`src/rtl/fetch_seq_if.sv`:
```
`default_nettype none
//==============================================================================
// Module      : fetch_seq_if
// Description : Handshake and bus bundle between the control decoder and the
//               fetch/sequencing unit.
//               master modport : decoder / ALU side (drives run, jump and
//                                flag controls, LUT load port; observes PC,
//                                flags and status)
//               slave modport  : fetch_seq (drives prog_ctr, flags, busy,
//                                done and, with FETCH_CYCLE_CNT_EN defined,
//                                cycle_cnt)
// Options     : FETCH_CYCLE_CNT_EN adds the 32-bit cycle_cnt signal.
// Revision    : 1.0 - initial release
//==============================================================================
interface fetch_seq_if #(
    parameter int D = 10,
    parameter int L = 5,
    parameter int O = 6
);
    // Run handshake and sequencing controls
    logic         req;
    logic         stall;
    logic         halt_instr;
    logic         absj;
    logic         relj;
    logic [1:0]   cond_sel;
    logic         cond_neg;
    logic [L-1:0] lut_idx;
    logic [O-1:0] rel_off;
    // Flag load
    logic         flag_we;
    logic         zero_in;
    logic         pari_in;
    logic         carry_in;
    // LUT load port
    logic         lut_we;
    logic [L-1:0] lut_waddr;
    logic [D-1:0] lut_wdata;
    // Status
    logic [D-1:0] prog_ctr;
    logic [2:0]   flags;
    logic         busy;
    logic         done;
`ifdef FETCH_CYCLE_CNT_EN
    logic [31:0]  cycle_cnt;
`endif

    modport master (
        output req, stall, halt_instr, absj, relj, cond_sel, cond_neg,
               lut_idx, rel_off, flag_we, zero_in, pari_in, carry_in,
               lut_we, lut_waddr, lut_wdata,
        input  prog_ctr, flags, busy,
`ifdef FETCH_CYCLE_CNT_EN
               cycle_cnt,
`endif
               done
    );

    modport slave (
        input  req, stall, halt_instr, absj, relj, cond_sel, cond_neg,
               lut_idx, rel_off, flag_we, zero_in, pari_in, carry_in,
               lut_we, lut_waddr, lut_wdata,
        output prog_ctr, flags, busy,
`ifdef FETCH_CYCLE_CNT_EN
               cycle_cnt,
`endif
               done
    );
endinterface
`default_nettype wire

```
`src/rtl/fetch_seq.sv`:
```
`default_nettype none
//==============================================================================
// Module      : fetch_seq
// Description : Fetch and sequencing unit. Owns the program counter, a
//               loadable branch-target LUT, the registered condition flags
//               and the req/busy/done run handshake. Supports conditional
//               absolute (LUT) and signed relative jumps, stall hold and halt.
// Ports       : clk   - system clock, rising edge
//               reset - asynchronous active-high reset
//               bus   - fetch_seq_if.slave (controls in; prog_ctr, flags,
//                       busy, done [, cycle_cnt] out, all registered)
// Options     : FETCH_CYCLE_CNT_EN - adds a saturating 32-bit run-cycle
//               counter on bus.cycle_cnt.
// Revision    : 1.0 - initial release
//==============================================================================
module fetch_seq #(
    parameter int D     = 10,
    parameter int L     = 5,
    parameter int O     = 6,
    parameter int START = 0
) (
    input  wire logic  clk,
    input  wire logic  reset,
    fetch_seq_if.slave bus
);

    localparam logic [D-1:0] c_start = D'(START);
    localparam logic [D-1:0] c_one   = D'(1);

    typedef enum logic [1:0] {
        S_IDLE = 2'd0,
        S_RUN  = 2'd1,
        S_DONE = 2'd2
    } state_t;

    state_t       r_state;
    logic [D-1:0] r_pc;
    logic [2:0]   r_flags;     // {carry, pari, zero}
    logic         r_busy;
    logic         r_done;
    logic [D-1:0] r_lut [2**L];

    logic         w_taken;
    logic [D-1:0] w_rel_ext;
    logic [D-1:0] w_next_pc;

    // Condition evaluated on the flags as registered before this edge, so a
    // flag load in the same cycle as a branch does not affect that branch.
    always_comb begin
        w_taken = 1'b1;
        case (bus.cond_sel)
            2'd1:    w_taken = r_flags[0] ^ bus.cond_neg;
            2'd2:    w_taken = r_flags[1] ^ bus.cond_neg;
            2'd3:    w_taken = r_flags[2] ^ bus.cond_neg;
            default: w_taken = 1'b1;
        endcase
    end

    // Sign-extend the offset; the D-bit add then wraps modulo 2^D both ways.
    assign w_rel_ext = D'(signed'(bus.rel_off));

    always_comb begin
        w_next_pc = r_pc + c_one;
        if (bus.absj && w_taken) begin
            w_next_pc = r_lut[bus.lut_idx];
        end else if (bus.relj && w_taken) begin
            w_next_pc = r_pc + w_rel_ext;
        end
    end

    always_ff @(posedge clk or posedge reset) begin
        if (reset) begin
            r_state <= S_IDLE;
            r_pc    <= '0;
            r_flags <= '0;
            r_busy  <= 1'b0;
            r_done  <= 1'b0;
            for (int i = 0; i < 2**L; i++) begin
                r_lut[i] <= '0;
            end
        end else begin
            case (r_state)
                S_IDLE: begin
                    // The LUT is only writable while no program is running.
                    if (bus.lut_we) begin
                        r_lut[bus.lut_waddr] <= bus.lut_wdata;
                    end
                    if (bus.req) begin
                        r_state <= S_RUN;
                        r_pc    <= c_start;
                        r_busy  <= 1'b1;
                    end
                end
                S_RUN: begin
                    if (!bus.stall) begin
                        if (bus.flag_we) begin
                            r_flags <= {bus.carry_in, bus.pari_in, bus.zero_in};
                        end
                        // Halt takes priority over any jump and freezes the PC.
                        if (bus.halt_instr) begin
                            r_state <= S_DONE;
                            r_busy  <= 1'b0;
                            r_done  <= 1'b1;
                        end else begin
                            r_pc <= w_next_pc;
                        end
                    end
                end
                S_DONE: begin
                    if (!bus.req) begin
                        r_state <= S_IDLE;
                        r_done  <= 1'b0;
                    end
                end
                default: begin
                    r_state <= S_IDLE;
                    r_busy  <= 1'b0;
                    r_done  <= 1'b0;
                end
            endcase
        end
    end

`ifdef FETCH_CYCLE_CNT_EN
    logic [31:0] r_cycle_cnt;

    // Counts every RUN cycle including stalls and the halt cycle; cleared
    // when a run starts and held (saturating) otherwise.
    always_ff @(posedge clk or posedge reset) begin
        if (reset) begin
            r_cycle_cnt <= '0;
        end else if (r_state == S_IDLE && bus.req) begin
            r_cycle_cnt <= '0;
        end else if (r_state == S_RUN && r_cycle_cnt != 32'hFFFF_FFFF) begin
            r_cycle_cnt <= r_cycle_cnt + 32'd1;
        end
    end

    assign bus.cycle_cnt = r_cycle_cnt;
`endif

    assign bus.prog_ctr = r_pc;
    assign bus.flags    = r_flags;
    assign bus.busy     = r_busy;
    assign bus.done     = r_done;

endmodule
`default_nettype wire

```
`src/flat_wrapper.sv`:
```
// flat-port wrapper written by rule: the top's interface ports become plain ports
module fetch_seq_flat 
#(
    parameter int D     = 10,
    parameter int L     = 5,
    parameter int O     = 6,
    parameter int START = 0
)
  (clk, reset, bus_req, bus_stall, bus_halt_instr, bus_absj, bus_relj, bus_cond_sel, bus_cond_neg, bus_lut_idx, bus_rel_off, bus_flag_we, bus_zero_in, bus_pari_in, bus_carry_in, bus_lut_we, bus_lut_waddr, bus_lut_wdata, bus_prog_ctr, bus_flags, bus_busy, bus_done);
  fetch_seq_if #(.D(D), .L(L), .O(O)) bus_i ();
  input  wire logic clk;
  input  wire logic reset;
  input wire logic [$bits(bus_i.req)-1:0] bus_req;
  input wire logic [$bits(bus_i.stall)-1:0] bus_stall;
  input wire logic [$bits(bus_i.halt_instr)-1:0] bus_halt_instr;
  input wire logic [$bits(bus_i.absj)-1:0] bus_absj;
  input wire logic [$bits(bus_i.relj)-1:0] bus_relj;
  input wire logic [$bits(bus_i.cond_sel)-1:0] bus_cond_sel;
  input wire logic [$bits(bus_i.cond_neg)-1:0] bus_cond_neg;
  input wire logic [$bits(bus_i.lut_idx)-1:0] bus_lut_idx;
  input wire logic [$bits(bus_i.rel_off)-1:0] bus_rel_off;
  input wire logic [$bits(bus_i.flag_we)-1:0] bus_flag_we;
  input wire logic [$bits(bus_i.zero_in)-1:0] bus_zero_in;
  input wire logic [$bits(bus_i.pari_in)-1:0] bus_pari_in;
  input wire logic [$bits(bus_i.carry_in)-1:0] bus_carry_in;
  input wire logic [$bits(bus_i.lut_we)-1:0] bus_lut_we;
  input wire logic [$bits(bus_i.lut_waddr)-1:0] bus_lut_waddr;
  input wire logic [$bits(bus_i.lut_wdata)-1:0] bus_lut_wdata;
  output wire logic [$bits(bus_i.prog_ctr)-1:0] bus_prog_ctr;
  output wire logic [$bits(bus_i.flags)-1:0] bus_flags;
  output wire logic [$bits(bus_i.busy)-1:0] bus_busy;
  output wire logic [$bits(bus_i.done)-1:0] bus_done;
  assign bus_i.req = bus_req;
  assign bus_i.stall = bus_stall;
  assign bus_i.halt_instr = bus_halt_instr;
  assign bus_i.absj = bus_absj;
  assign bus_i.relj = bus_relj;
  assign bus_i.cond_sel = bus_cond_sel;
  assign bus_i.cond_neg = bus_cond_neg;
  assign bus_i.lut_idx = bus_lut_idx;
  assign bus_i.rel_off = bus_rel_off;
  assign bus_i.flag_we = bus_flag_we;
  assign bus_i.zero_in = bus_zero_in;
  assign bus_i.pari_in = bus_pari_in;
  assign bus_i.carry_in = bus_carry_in;
  assign bus_i.lut_we = bus_lut_we;
  assign bus_i.lut_waddr = bus_lut_waddr;
  assign bus_i.lut_wdata = bus_lut_wdata;
  assign bus_prog_ctr = bus_i.prog_ctr;
  assign bus_flags = bus_i.flags;
  assign bus_busy = bus_i.busy;
  assign bus_done = bus_i.done;
  fetch_seq #(.D(D), .L(L), .O(O), .START(START)) u_core (.clk(clk), .reset(reset), .bus(bus_i));
endmodule
```
`config.mk`:
```
export PLATFORM = sky130hd
export DESIGN_NAME = fetch_seq_flat
export DESIGN_NICKNAME = d
export VERILOG_FILES = /design/src/rtl/fetch_seq_if.sv /design/src/rtl/fetch_seq.sv /design/src/flat_wrapper.sv
export SDC_FILE = /design/constraint.sdc
export NUM_CORES = 1
export LEC_CHECK = 0
export CORE_UTILIZATION = 54
export CTS_BUF_LIST = sky130_fd_sc_hd__clkbuf_4 sky130_fd_sc_hd__clkbuf_8
export CTS_CLUSTER_SIZE = 14
export DETAILED_ROUTE_END_ITERATION = 16
export PLACE_DENSITY_LB_ADDON = 0.05
export SYNTH_ARGS = -nofsm -noshare
export SYNTH_HDL_FRONTEND = slang
export SYNTH_SLANG_ARGS = --single-unit
```
`constraint.sdc`:
```
create_clock -name clk -period 12.1 [get_ports clk]
set_clock_uncertainty 0.2 [all_clocks]
set_input_delay 1.815 -clock clk [delete_from_list [all_inputs] [get_ports clk]]
set_output_delay 1.815 -clock clk [all_outputs]
set_load 0.02 [all_outputs]
```
==> out/results.tsv <==
stage	metric	value	unit
status	status	finished, final reports clean	
global_route	grt_overflow	0	
routing	vias	9259	
synth	synth.area.top_cells	dfrtp_1 53%, mux2_2 23%, mux4_2 12%, mux4_1 1.8%, clkbuf_1 1.1%	
power_and_ir_drop	p_leak	8.35	nW
cells_and_area	mostFrequentLayoutCells	337 x dfrtp_1, 323 x mux2_2, 83 x mux4_2	
routing	drtAntennaViolNets	0	
placement	hpwl	22800	um
global_route	grt_pass1_vias	9695	
worst_setup_path	critPathArrivalTime	4.97	ns
routing	via_per_inst	6.10	
cells_and_area	drive_gt1_frac	0.478	
placement	numPortBuffers	55	
timing	grt_setup_unrepaired	false	
cells_and_area	post-route-util	0.621	
placement	place.gp.congestion	0.906	
global_route	grt_pass1_wl	58600	um
cells_and_area	fin_area	17900	um^2
synth	syn_inst	1035	
clock_network	cts_setup_buffers	0	
synth	synth_top_area_cell	dfrtp_1	
timing	slew_headroom	0.184	
routing	first_pass_iters	5	
floorplanning	row_count	62	
floorplanning	fp.coreArea	28900	um^2
global_route	grt_usage	0.259	
routing	drc	0	
clock_network	clockBufferDepth	3	
clock_network	cts_tree	done	
timing	tightest_slew	1.22	ns
clock_network	cts_buffers	55	
power_and_ir_drop	power.total	3.09	mW
timing	hold_viol	0	
timing	fin_crit	4.69	ns
worst_setup_path	critPathLaunchType	input pin	
floorplanning	die_area	30100	um^2
synth	syn_area_per_cell	15.4	um^2
floorplanning	die-height	174	um
cells_and_area	nets	1141	
global_route	grt_max_degree	163	
synth	synth_fp_nets	1084	
clock_network	path_clk_slew	0.06	ns
placement	placed_cell_area	16700	um^2
timing	drv_slew	0	
worst_setup_path	worstSetupEndpointType	flip-flop	
floorplanning	start_util	0.551	
floorplanning	die_w	174	um
synth	synth.cell_area	15900	um^2
clock_network	worstSkewPairLatency	0.60	ns
synth	synth_flop_cell	dfrtp_1	
run	cap_violations	0	
power_and_ir_drop	powerDensity	173	nW/um^2
cells_and_area	area_growth	12.7	%
worst_setup_path	path_class	input pin to flip-flop	
synth	synth_edf_count	0	
timing	fmax	213	MHz
synth	async_reset_ff_frac	1.00	
timing	period_share	0.388	
routing	drtIter0Drc	597	
routing	wl_per_cell	24.7	um
clock_network	ctsRootBufferMaster	clkbuf_8	
worst_setup_path	cpMaxStageDelayCell	clkdlybuf4s50_1	
clock_network	clock_sinks	337	
synth	ys_ff_latch	337	
synth	yosysWarnings	0	
worst_hold_path	min_path_type	flip-flop to flip-flop	
timing	setup_violations	0	
worst_setup_path	cp_cell_sequence	clkdlybuf4s50_1 -> xor2_1 -> mux2i_1 -> a21oi_1 -> nand2_1 -> inv_1 -> ha_1 -> a211oi_1 -> o21ai_0 -> o21ai_0 -> mux2i_1 -> o31ai_1 -> a221o_1	
clock_network	ctsResizeCount	0	
routing	wl	37500	um
worst_setup_path	required	12.38	ns
worst_setup_path	path_max_fanout	5	
cells_and_area	final_common_cell	dfrtp_1	
synth	synth_top_area_share	0.531	
worst_setup_path	slowest_delay	0.54	ns
synth	synth.distinct_cells	55	
floorplanning	ioPinCount	56	
power_and_ir_drop	ir_worst_vdd	0.0981	mV
synth	ys_seq_area_frac	0.531	
worst_setup_path	regToRegSetupSlack	8.77	ns
global_route	antenna_found_initial	0	
clock_network	cts_hold_buf	0	
clock_network	htreeDepth	2	
timing	tns	0	ns
[stage by stage]
stage	setup WS (ns)	hold slack (ns)	std cells
finish	7.41	0.298	1519
global route	7.20	0.307	1518
CTS	7.43	0.299	1518
detailed placement	6.81	0.286	1419
global placement	6.89	0.280	1419
floorplan	0.747	0.270	1035
[Yosys cell counts (all sizes together), types with 2 or more instances]
| cell | number |
|---|---|
| o22ai | 4 |
| ha | 7 |
| or2 | 5 |
| nand3 | 2 |
| clkbuf | 47 |
| mux4 | 94 |
| nor2 | 33 |
| inv | 10 |
| dfrtp | 337 |
| a21oi | 9 |
| xnor2 | 3 |
| a22oi | 16 |
| mux2 | 323 |
| nand3b | 2 |
| buf | 22 |
| xor2 | 4 |
| o21ai | 10 |
| nand2b | 9 |
| and2 | 9 |
| o211ai | 2 |
| nor2b | 7 |
| nor3b | 2 |
| nand2 | 36 |
| o311ai | 2 |
| a211oi | 5 |
| o221ai | 4 |
| or3 | 2 |
| and3b | 2 |
| nor3 | 2 |
| mux2i | 9 |
[registers in the layout, summed over array words and instances (netlist names)]
name                 cells
u_core.bus.busy          1
u_core.r_state           2
u_core.bus.prog_ctr     10
u_core.bus.flags         3
u_core.bus.done          1
u_core.r_lut           320
[report_power, final]
group / total [mW] / switching (mW) / internal, mW
clock network: 1.05 / 0.447 / 0.606
logic: 0.583 / 0.252 / 0.332
registers: 1.46 / 0.115 / 1.34
[final cells by class]
type / instances / area, um^2
fillers: 2284 / 10900
flip-flops and latches: 337 / 8430
multi-input cells: 619 / 7100
clock buffers: 93 / 1130
repair buffers: 69 / 663
well taps: 384 / 480
clock inverters: 6 / 61.3
inverters: 10 / 45.0
diodes: 1 / 2.50
[logic make-up (layout without fill, tap and decap cells)]
group | Yosys count | after routing | share of synthesized area
multiplexers | 426 | 426 | 0.370
other | 0 | 1 | 0
flip-flops | 337 | 337 | 0.531
XOR/XNOR | 7 | 7 | 0.00386
AND/OR/NAND/NOR | 115 | 115 | 0.0375
AO/OA/AOI/OAI | 63 | 63 | 0.0281
adder cells (fa/ha/maj) | 8 | 8 | 0.00677
buffers and inverters | 79 | 178 | 0.0226
[worst max-delay path, delay by kind of cell]
family / cells / cell delay, ns
fa+ha+maj: 1 / 0.23
buf+inv: 2 / 0.61
mux: 2 / 0.40
xor+xnor: 1 / 0.25
simple gates: 1 / 0.14
compound gates: 6 / 1.51
[metal layers]
metal / GRT usage / vias up / wire length (um)
met3: 0.0511 / 67 / 2030
met4: 0.0833 / 0 / 981
li1: - / 4022 / -
met1: 0.365 / 4933 / 16800
met5: 0 / - / 0
met2: 0.406 / 237 / 17700
[final timing paths]
| kind | start | endpoint | cells past startpoint |
|---|---|---|---|
| setup / recovery | bus_cond_neg | u_core.bus.prog_ctr[9]$_DFFE_PP0P_ | 13 |
| hold / removal | u_core.r_lut[61]$_DFFE_PP0P_ | u_core.r_lut[61]$_DFFE_PP0P_ | 1 |
| setup reg to reg | u_core.bus.flags[2]$_DFFE_PP0P_ | u_core.bus.prog_ctr[9]$_DFFE_PP0P_ | 12 |
| hold reg to reg | u_core.r_lut[61]$_DFFE_PP0P_ | u_core.r_lut[61]$_DFFE_PP0P_ | 1 |
| max in group asynchronous | reset | u_core.r_lut[56]$_DFFE_PP0P_ | 3 |
| min in group asynchronous | reset | u_core.r_lut[306]$_DFFE_PP0P_ | 2 |
Power figures use the tool's default switching activity.
